--- src/rtl/pikachu_pkg.sv ---
// Shared geometry, colour indices and helpers for the Pikachu sprite path.
package pikachu_pkg;

  localparam int SPR_W      = 32;
  localparam int SPR_H      = 32;
  localparam int SCALE_LOG2 = 2;
  localparam int H_ACT      = 640;
  localparam int V_ACT      = 480;
  localparam int ROM_AW     = 11;

  localparam logic [2:0] BG     = 3'd0;
  localparam logic [2:0] BLACK  = 3'd1;
  localparam logic [2:0] YELLOW = 3'd2;
  localparam logic [2:0] RED    = 3'd3;
  localparam logic [2:0] WHITE  = 3'd4;
  localparam logic [2:0] BROWN  = 3'd5;

  function automatic logic [9:0] clamp10(input logic [9:0] v, input logic [9:0] lim);
    return (v > lim) ? lim : v;
  endfunction

endpackage

--- src/rtl/pikachu_anim_timer.sv ---
// Counts frame_start pulses and flips the animation frame select every
// ANIM_FRAMES video frames.
module pikachu_anim_timer #(
  parameter int ANIM_FRAMES = 30
) (
  input  logic clk,
  input  logic rst_n,
  input  logic frame_start_i,
  output logic anim_sel_o
);

  localparam int CNT_W = (ANIM_FRAMES > 1) ? $clog2(ANIM_FRAMES) : 1;
  localparam logic [CNT_W-1:0] LAST = CNT_W'(ANIM_FRAMES - 1);

  logic [CNT_W-1:0] cnt_q, cnt_d;
  logic             anim_q, anim_d;
  logic             wrap;

  always_comb begin
    wrap   = frame_start_i && (cnt_q == LAST);
    cnt_d  = cnt_q;
    anim_d = anim_q ^ wrap;
    if (frame_start_i) begin
      cnt_d = wrap ? '0 : cnt_q + CNT_W'(1);
    end
  end

  always_ff @(posedge clk) begin
    if (!rst_n) begin
      cnt_q  <= '0;
      anim_q <= 1'b0;
    end else begin
      cnt_q  <= cnt_d;
      anim_q <= anim_d;
    end
  end

  assign anim_sel_o = anim_q;

endmodule

--- src/rtl/pikachu_sprite_fetch.sv ---
// Sprite hit test, ROM address generation and the 2-clock colour pipeline
// feeding the palette decoder.
module pikachu_sprite_fetch
  import pikachu_pkg::*;
#(
  parameter int ANIM_FRAMES = 30
) (
  input  logic              clk,
  input  logic              rst_n,
  input  logic [9:0]        pix_x,
  input  logic [9:0]        pix_y,
  input  logic              pix_valid,
  input  logic              frame_start,
  input  logic [9:0]        req_x,
  input  logic [9:0]        req_y,
  input  logic              req_en,
  output logic [ROM_AW-1:0] rom_addr,
  input  logic [2:0]        rom_data,
  output logic [2:0]        color,
  output logic              color_valid
);

  localparam int          TX_W   = $clog2(SPR_W);
  localparam int          TY_W   = $clog2(SPR_H);
  localparam logic [10:0] SPAN_X = 11'(SPR_W << SCALE_LOG2);
  localparam logic [10:0] SPAN_Y = 11'(SPR_H << SCALE_LOG2);
  localparam logic [9:0]  MAX_X  = 10'(H_ACT - (SPR_W << SCALE_LOG2));
  localparam logic [9:0]  MAX_Y  = 10'(V_ACT - (SPR_H << SCALE_LOG2));

  logic [9:0]        cur_x_q, cur_x_d;
  logic [9:0]        cur_y_q, cur_y_d;
  logic              cur_en_q, cur_en_d;
  logic [ROM_AW-1:0] rom_addr_q, rom_addr_d;
  logic              v1_q, h1_q, v2_q, h2_q;
  logic [2:0]        color_q, color_d;
  logic              color_valid_q;

  logic              anim_sel;
  logic [10:0]       px, py, cx, cy, dx, dy;
  logic              hit_x, hit_y, hit;

  pikachu_anim_timer #(
    .ANIM_FRAMES(ANIM_FRAMES)
  ) u_anim (
    .clk          (clk),
    .rst_n        (rst_n),
    .frame_start_i(frame_start),
    .anim_sel_o   (anim_sel)
  );

  // Position only moves at frame_start, so a pixel coinciding with the pulse
  // still sees the old position.
  always_comb begin
    cur_x_d  = cur_x_q;
    cur_y_d  = cur_y_q;
    cur_en_d = cur_en_q;
    if (frame_start) begin
      cur_x_d  = clamp10(req_x, MAX_X);
      cur_y_d  = clamp10(req_y, MAX_Y);
      cur_en_d = req_en;
    end
  end

  // 11-bit arithmetic keeps cur + span from wrapping at the screen edge.
  always_comb begin
    px    = {1'b0, pix_x};
    py    = {1'b0, pix_y};
    cx    = {1'b0, cur_x_q};
    cy    = {1'b0, cur_y_q};
    dx    = px - cx;
    dy    = py - cy;
    hit_x = (px >= cx) && (px < cx + SPAN_X);
    hit_y = (py >= cy) && (py < cy + SPAN_Y);
    hit   = pix_valid && cur_en_q && hit_x && hit_y;
    rom_addr_d = rom_addr_q;
    if (hit) begin
      rom_addr_d = {anim_sel, TY_W'(dy >> SCALE_LOG2), TX_W'(dx >> SCALE_LOG2)};
    end
  end

  always_comb begin
    color_d = h2_q ? rom_data : BG;
  end

  always_ff @(posedge clk) begin
    if (!rst_n) begin
      cur_x_q       <= '0;
      cur_y_q       <= '0;
      cur_en_q      <= 1'b0;
      rom_addr_q    <= '0;
      v1_q          <= 1'b0;
      h1_q          <= 1'b0;
      v2_q          <= 1'b0;
      h2_q          <= 1'b0;
      color_q       <= BG;
      color_valid_q <= 1'b0;
    end else begin
      cur_x_q       <= cur_x_d;
      cur_y_q       <= cur_y_d;
      cur_en_q      <= cur_en_d;
      rom_addr_q    <= rom_addr_d;
      v1_q          <= pix_valid;
      h1_q          <= hit;
      v2_q          <= v1_q;
      h2_q          <= h1_q;
      color_q       <= color_d;
      color_valid_q <= v2_q;
    end
  end

  assign rom_addr    = rom_addr_q;
  assign color       = color_q;
  assign color_valid = color_valid_q;

endmodule

--- config.mk ---
export PLATFORM = sky130hd
export DESIGN_NAME = pikachu_sprite_fetch
export DESIGN_NICKNAME = d
export VERILOG_FILES = /design/src/rtl/pikachu_pkg.sv /design/src/rtl/pikachu_anim_timer.sv /design/src/rtl/pikachu_sprite_fetch.sv
export SDC_FILE = /design/constraint.sdc
export NUM_CORES = 1
export LEC_CHECK = 0
export ABC_AREA = 1
export ABC_CLOCK_PERIOD_IN_PS = 3200
export BUFFER_PORTS_ARGS = -buffer_cell sky130_fd_sc_hd__buf_2
export CAP_MARGIN = 40
export CORE_MARGIN = 3
export CORE_UTILIZATION = 30
export CTS_BUF_LIST = sky130_fd_sc_hd__clkbuf_16
export DETAILED_ROUTE_END_ITERATION = 6
export REMOVE_ABC_BUFFERS = 1
export SLEW_MARGIN = 10
export SYNTH_ARGS = -nofsm -noshare
export SYNTH_HDL_FRONTEND = slang
export SYNTH_SLANG_ARGS = --single-unit
--- constraint.sdc ---
create_clock -name clk -period 3.2 [get_ports clk]
set_clock_uncertainty 0.05 [all_clocks]
set_input_delay 0.64 -clock clk [delete_from_list [all_inputs] [get_ports clk]]
set_output_delay 0.64 -clock clk [all_outputs]
set_load 0.05 [all_outputs]
**Yosys cells after proc, flatten, opt, wreduce, memory -nomap -nowiden**

Index checks and enable logic that the tools add are counted.

- Bits in registers: 46
- Input port bits: 48
- Output and inout port bits: 15
- Word-level logic and storage cells: 35

- $add $sub $neg: 5
- $lt $le $gt $ge: 6
- Equality and inequality tests: 1
- Multiplexer cells: 3
- Bitwise operators: 1
- Reductions and logical operators: 7

Operators with widths:

| kind | count |
|---|---|
| $add 10x8->11 const B | 2 |
| $lt 10x11->1 | 2 |
| $ge 10x10->1 | 2 |
| $mux 10 | 2 |
| $sub 7x7->7 | 2 |
| $gt 10x10->1 const B | 1 |
| $gt 10x9->1 const B | 1 |
| $logic_and 1x1->1 | 6 |
| $add 5x1->5 const B | 1 |
| $eq 5x5->1 const B | 1 |
| $mux 5 | 1 |
| $reduce_and 2->1 | 1 |
| $xor 1x1->1 | 1 |

**Logic depth before layout (Yosys ltp)**

Gate-level depths: netlist (run 1).

- Depth after elaboration: 5
- Gate-level depth with buffers: 16

**By module**

Synthesis (run 1) repeated with hierarchy kept, for this count alone.

- Cell total of the unflattened synthesis: 429
- Area, all modules: 2994.1 sq um

Modules (own cells, without submodules):

| module | times used | cells each | area an instance (sq um) | sequential area each (sq um) |
|---|---|---|---|---|
| pikachu_sprite_fetch | 1 | 385 | 2678.8 | 800.8 |
| pikachu_anim_timer | 1 | 44 | 315.3 | 120.1 |

**Least setup slack after synthesis (run 1)**

No wires, ideal clock.

- Kind: input port to flip-flop
- From: input pix_x[4]
- To: register rom_addr_q[4] (netlist: rom_addr[4])
- Arrival time: 1.856 ns
- Required time: 3.036 ns
- Setup slack: 1.180 ns
- Stages on the path: 11
- Cell sequence: ha_1 -> a21o_1 -> a21oi_1 -> nand2_1 -> nand2_1 -> nand2_2 -> inv_2 -> buf_2 -> nand3_1 -> nand2_1 -> nor2_1

- Longest elaborated chain between the ends: 4

RTL lines:

| item | RTL line | RTL |
|---|---|---|
| start: declaration | pikachu_sprite_fetch.sv:10 | `input logic [9:0] pix_x,` |
| $lt 10x11->1 / $ge 10x10->1 (equally long branches) | pikachu_sprite_fetch.sv:72 | `hit_x = (px >= cx) && (px < cx + SPAN_X);` |
| $logic_and 1x1->1 | pikachu_sprite_fetch.sv:72 |  |
| $logic_and 1x1->1 (2 in series) | pikachu_sprite_fetch.sv:74 | `hit = pix_valid && cur_en_q && hit_x && hit_y;` |
| end signal: assignment | pikachu_sprite_fetch.sv:101 | `rom_addr_q <= rom_addr_d;` |
| end: declaration | pikachu_sprite_fetch.sv:33 | `logic [ROM_AW-1:0] rom_addr_q, rom_addr_d;` |

Several ways; a longest one is shown, not always the timed one.
A chain may end at the register's enable or synchronous reset.

**Worst setup path in the final report (run 1)**

- From: register cur_y_q[7]
- To: register rom_addr_q[5] (netlist: rom_addr[5])

- Longest elaborated chain between the ends: 4

RTL lines:

| item | RTL line | RTL |
|---|---|---|
| start: declaration | pikachu_sprite_fetch.sv:31 | `logic [9:0] cur_y_q, cur_y_d;` |
| start signal: assignment | pikachu_sprite_fetch.sv:99 | `cur_y_q <= cur_y_d;` |
| $add 10x8->11 | pikachu_sprite_fetch.sv:73 | `hit_y = (py >= cy) && (py < cy + SPAN_Y);` |
| $lt 10x11->1 | pikachu_sprite_fetch.sv:73 |  |
| $logic_and 1x1->1 * | pikachu_sprite_fetch.sv:73 |  |
| $logic_and 1x1->1 * | pikachu_sprite_fetch.sv:74 |  |

Every way passes the cells marked *; elsewhere a longest branch is shown, timed or not.

==> metrics.txt, run 1 <==
largest net degree at the start of global routing 23; minimum clock period roughly 2.3 ns; core area around 9000 sq um; Max-slew headroom between 60 and 70%; Pre-antenna DRT Iters 4; most common cell after layout, fill and taps aside nand2_1; DIE HEIGHT about 100 um; total gr overflow 0; setup ws final 0.899 ns; synthesized cell area around 2700 sq um; Synth area leaders dfxtp_1 (34%), ha_1 (14%), nand2_1 (12%); hold buffers post-CTS 0; flops & latches, synth 46; Clock transition at path regs about 0.070 ns; worst slack, placed around 0.8 ns; DR vias/cell 4.40; clk sinks 46; Row Count 34; top-area cell type share of the netlist area 33.6%; Hold Violations, Final 0; data arrival time of the critical path approximately 2.4 ns; maximum vdd drop 0.214 mV; GP Congestion around 0.84; Worst-Margin Slew 0.565 ns; Multi-input gate area 1560 sq um; H-tree levels 2; Worst Hold Class register to register; status complete, no violations; Setup CP Type register to register; Total Routed Length ~6400 um; Slew Limit Fails 0; cell area after layout between 3000 and 4000 sq um; clock insertion delay at the later pin of the skew report between 0.2 and 0.3 ns; post-CTS setup buffer count 0; fillers a little over 900; non-filler instance count after layout around 560; port bufs 62; Area Growth Syn to Fin 21.1%; fin nets between 500 and 600; most frequent cells in the layout nand2_1 (90), buf_2 (62), inv_1 (55); Total Routing Usage GR between 10% and 20%; Synth area leader dfxtp_1; YS warnings 0; clk root buf clkbuf_16; maximum clock insertion buffer count 2; Antenna Nets Post-Route 0; sequential area share after synthesis between 30% and 40%; placed insts 547; Final setup viols 0; ratio of cells with drive above 1 in the final layout between 10% and 20%; Syn Inst Count approximately 380; die outline area 10300 sq um; Seq. cell area around 920 sq um; Lkg Pwr roughly 1.7 nW; Final Cycle Share a little under three quarters; initial antenna violation count 0; number of global-route vias before repair approximately 2.4k; critical path peak fanout 11; syn_area_per_cell a little over 7 sq um; max-cap violation count 0; n_diodes 0; Ports 63; DR vias approximately 2.4k; distinct cell type count after synthesis 34; unrepaired setup endpoints after global routing false; Die Width around 100 um; DP HPWL ~5200 um; DR WL/cell 11.5 um; crit end category register; Starting Density between 30 and 40%; Pwr Density about 440 nW/um^2; WP data required between 3 and 4 ns; CTS Buf Count 5; Startpoint Class register; Core Util, Final between 30% and 40%; Cell Area, Placed ~3200 sq um; fmax 435 MHz; DRC Markers 0; setup TNS 0 ns; number of DRC markers in iteration 0 approximately 120; Resized cells post-CTS 0; CTS tree yes; wire length of the first global-routing pass 10700 um
where the power goes:
| group | switching (mW) | internal, mW | leakage (nW) |
|---|---|---|---|
| clock network | 0.217 | 0.366 | 0.0836 |
| registers | 0.00959 | 0.590 | 0.374 |
| logic | 0.160 | 0.108 | 1.20 |
synthesized netlist by cell type:
cell type,instances
a21o_1,5
a21oi_1,13
a21oi_2,1
a22o_1,1
a31oi_1,3
buf_2,1
buf_4,1
buf_6,1
clkbuf_1,4
clkinv_1,1
dfxtp_1,46
ha_1,30
inv_1,55
inv_2,2
nand2_1,90
nand2_2,6
nand3_1,28
nand3_2,3
nand3b_1,1
nand4_1,2
nor2_1,41
nor2_2,3
nor2_4,1
nor2_8,1
nor3_1,4
nor3b_1,3
nor4_1,1
o21ai_0,17
o21ai_1,2
o22ai_1,1
o31ai_1,1
o32ai_1,1
xnor2_1,8
xor2_1,5
layer usage:
layer  wire (um)  vias to the layer above  GRT usage (%)
met5           0                        -              0
met2        3030                       35           22.2
met3         243                        2           2.41
met4          52                        0           4.91
met1        3070                     1061           16.3
li1            -                     1344              -
kinds of logic after synthesis:
family | synth area share [%]
flip-flops | 33.6
AO/OA/AOI/OAI | 9.36
adder cells (fa/ha/maj) | 13.7
buffers and inverters | 9.36
XOR/XNOR | 4.15
AND/OR/NAND/NOR | 29.8
critical path, stage by stage (launching register included):
cell	delay, ns
dfxtp_1	0.35
ha_1	0.30
inv_1	0.05
ha_1	0.29
a21o_1	0.19
nand3_1	0.06
nand2_1	0.12
nor2_8	0.11
nand2_1	0.07
nor2_2	0.32
nand3_1	0.14
nand2_1	0.10
nor2_1	0.04
worst paths after layout:
| kind | endpoint | cells past startpoint | from | slack, ns |
|---|---|---|---|---|
| max reg2reg | rom_addr[5] | 12 | cur_y_q[7] | 0.90 |
| min | color_valid | 2 | v2_q | 0.37 |
| min reg2reg | color_valid | 2 | v2_q | 0.37 |
| max | rom_addr[5] | 12 | cur_y_q[7] | 0.90 |
registers in the layout, summed over array words and instances, names as in the netlist:
signal             cells
color                  3
color_valid            1
cur_en_q               1
cur_x_q               10
cur_y_q               10
h1_q                   1
h2_q                   1
rom_addr              11
u_anim.anim_sel_o      1
u_anim.cnt_q           5
v1_q                   1
v2_q                   1
cell type report:
type                       count  area share, %
multi-input combinational    272           47.1
clock buffer                   5           3.77
inverter                      58           6.56
clock inverter                 3           1.21
timing repair buffer          63           9.57
sequential                    46           27.7
tap                          108           4.07
through the flow:
| step | power, mW | hold slack [ns] |
|---|---|---|
| finish | 1.45 | 0.374 |
| global route | 1.53 | 0.402 |
| detailed placement | 0.883 | 0.360 |
| floorplan | 0.795 | 0.340 |
| CTS | 1.48 | 0.375 |
| global placement | 0.878 | 0.355 |
(Power assumes the default switching activity.)
==> inputs of run 2 (changes only) <==
--- a/config.mk
+++ b/config.mk
@@ -6,7 +6,7 @@
 export NUM_CORES = 1
 export LEC_CHECK = 0
 export ABC_AREA = 1
-export ABC_CLOCK_PERIOD_IN_PS = 3200
+export ABC_CLOCK_PERIOD_IN_PS = 2400
 export BUFFER_PORTS_ARGS = -buffer_cell sky130_fd_sc_hd__buf_2
 export CAP_MARGIN = 40
 export CORE_MARGIN = 3
==> constraint.sdc (replaced) <==
create_clock -name clk -period 2.4 [get_ports clk]
set_clock_uncertainty 0.05 [all_clocks]
set_input_delay 0.48 -clock clk [delete_from_list [all_inputs] [get_ports clk]]
set_output_delay 0.48 -clock clk [all_outputs]
set_load 0.05 [all_outputs]
==> metrics.txt, run 2 (synthesis gave the netlist of run 1 again) <==
CP Capture Point rom_addr[0]; Startpoint Class register; Die Width a little over 100 um; DRC Markers 0; Critical Path Max Stage Delay between 0.3 and 0.4 ns; DR vias/cell 4.55; H-tree levels 2; data arrival time of the critical path around 2.2 ns; largest net degree at the start of global routing 21; Lkg Pwr around 1.7 nW; Seq. cell area 921 sq um; Clock transition at path regs around 0.070 ns; Clock power frac roughly 37%; Final setup viols 0; Setup CP Type register to register; Critical Path Start cur_y_q[7]; CTS Buf Count 5; power share of the combinational group between 15 and 20%; DIE HEIGHT approximately 100 um; core area about 9000 sq um; Final Cycle Share slightly below 90%; unrepaired setup endpoints after global routing false; Cell Area, Placed between 3000 and 4000 sq um; Starting Density 31.1%; fillers roughly 950; setup ws final 0.297 ns; WP data required 2.54 ns; crit end category register; switching share of power 29.0%; minimum clock period 2.10 ns; wire length of the first global-routing pass 10800 um; DR WL/cell roughly 12 um; max-cap violation count 0; Multi-input gate area roughly 1600 sq um; CTS tree yes; cell area after layout between 3000 and 4000 sq um; Hold WS 0.350 ns; die outline area 10300 sq um; clk root buf clkbuf_16; critical path peak fanout 11; min-delay src rom_data[2]; sw power 0.538 mW; worst slack, placed about 0.16 ns; CP max stage cell dfxtp_1; Reg2Reg Depth 12; Slew Limit Fails 0; Total Routed Length 6460 um; reg-to-reg setup timing slack roughly 0.30 ns; clk sinks 46; critical path depth 12; Area Growth Syn to Fin 21.1%; post-CTS setup buffer count 0; Pwr Density around 560 nW/um^2; setup TNS 0 ns; n_diodes 0; Total Routing Usage GR around an eighth; Antenna Nets Post-Route 0; Worst Hold Class primary input to register; clock insertion delay at the later pin of the skew report approximately 0.29 ns; Ports 63; DP HPWL 5240 um; Pint roughly 1.3 mW; most frequent cells in the layout nand2_1 (90), buf_2 (62), inv_1 (55); Largest register FFs 11; number of DRC markers in iteration 0 around 110; busiest layer in global routing met2; ratio of cells with drive above 1 in the final layout between 10% and 20%; grt met3 use under 10%; Buf/Inv on CP 1; DR vias between 2k and 3k; worst path cell trace ha_1, inv_1, ha_1, a21o_1, nand3_1, nand2_1, nor2_8, nand2_1, nor2_4, nand3_1, nand2_1, nor2_1; maximum clock insertion buffer count 2; port bufs 62; delay-heaviest family, CP simple AND/OR/NAND/NOR gates; reg2reg start cur_y_q[7]; Worst-Margin Slew 0.530 ns; Flop pwr share a little over two fifths; reg2reg end rom_addr[0]; total gr overflow 0; most used cell, CP nand2_1; GR Util met2 between 20 and 25%; fmax between 400 and 500 MHz; Pre-antenna DRT Iters 4; Max-slew headroom ~65%; Row Count 34; fin nets between 500 and 600; GRT met1 Usage 16.8%; maximum vdd drop about 0.3 mV; initial antenna violation count 0; number of global-route vias before repair between 2k and 2.5k; status complete, no violations; Hold Violations, Final 0; most common cell after layout, fill and taps aside nand2_1; GP Congestion between 0.8 and 0.9
[run 2: cell types whose count changed in the layout (fill, tap and decap cells not counted), sizes merged]
cell | previous run | this run
buf | 63 | 64
bufinv | 1 | 0
clkinvlp | 0 | 1
[run 2: how the worst min path moves through the flow]
| stage | to | slack [ns] | cells after the start |
|---|---|---|---|
| after floorplan | color_valid | 0.34 | 2 |
| after global placement | color_valid | 0.35 | 2 |
| after detailed placement | color_valid | 0.35 | 2 |
| after CTS | color[2] | 0.35 | 3 |
| after global routing | color[2] | 0.35 | 3 |
| final | color[2] | 0.35 | 3 |
[run 2: metal layers]
| layer | vias to the layer above | part of all wire (%) |
|---|---|---|
| met5 | - | 0 |
| met4 | 0 | 2.0 |
| met3 | 8 | 3.6 |
| met2 | 48 | 46 |
| met1 | 1126 | 49 |
| li1 | 1347 | - |
[run 2: area by class of cell]
cell class,instances,share of cell area [%]
multi-input combinational,272,47.4
sequential,46,27.7
timing repair buffer,64,9.80
inverter,58,6.56
tap,108,4.07
clock buffer,5,3.77
clock inverter,3,0.641
[run 2: repair_timing]
action,4_1_cts,5_1_grt
endpoints found under the setup margin,0,11
hold buffers,0,0
resized for setup,0,2
[run 2: stage by stage]
step	utilization, %	total power, mW	std cells
2_1_floorplan	-	1.06	376
3_3_place_gp	35.9	1.17	548
3_5_place_dp	35.9	1.18	548
4_1_cts	37.6	1.88	556
5_1_grt	37.7	1.96	556
6_report	37.7	1.86	556
[run 2: tightest hold or removal path: stages]
cell    delay (ns)
buf_2         0.09
inv_1         0.04
nor2_1        0.03
[run 2: power by group through the flow]
stage          combinational [mW]  clock [mW]  sequential, mW
5_1_grt                     0.418       0.740           0.800
2_1_floorplan               0.239           0           0.821
4_1_cts                     0.365       0.712           0.798
3_3_place_gp                0.357           0           0.815
3_5_place_dp                0.362           0           0.816
6_report                    0.363       0.695           0.798
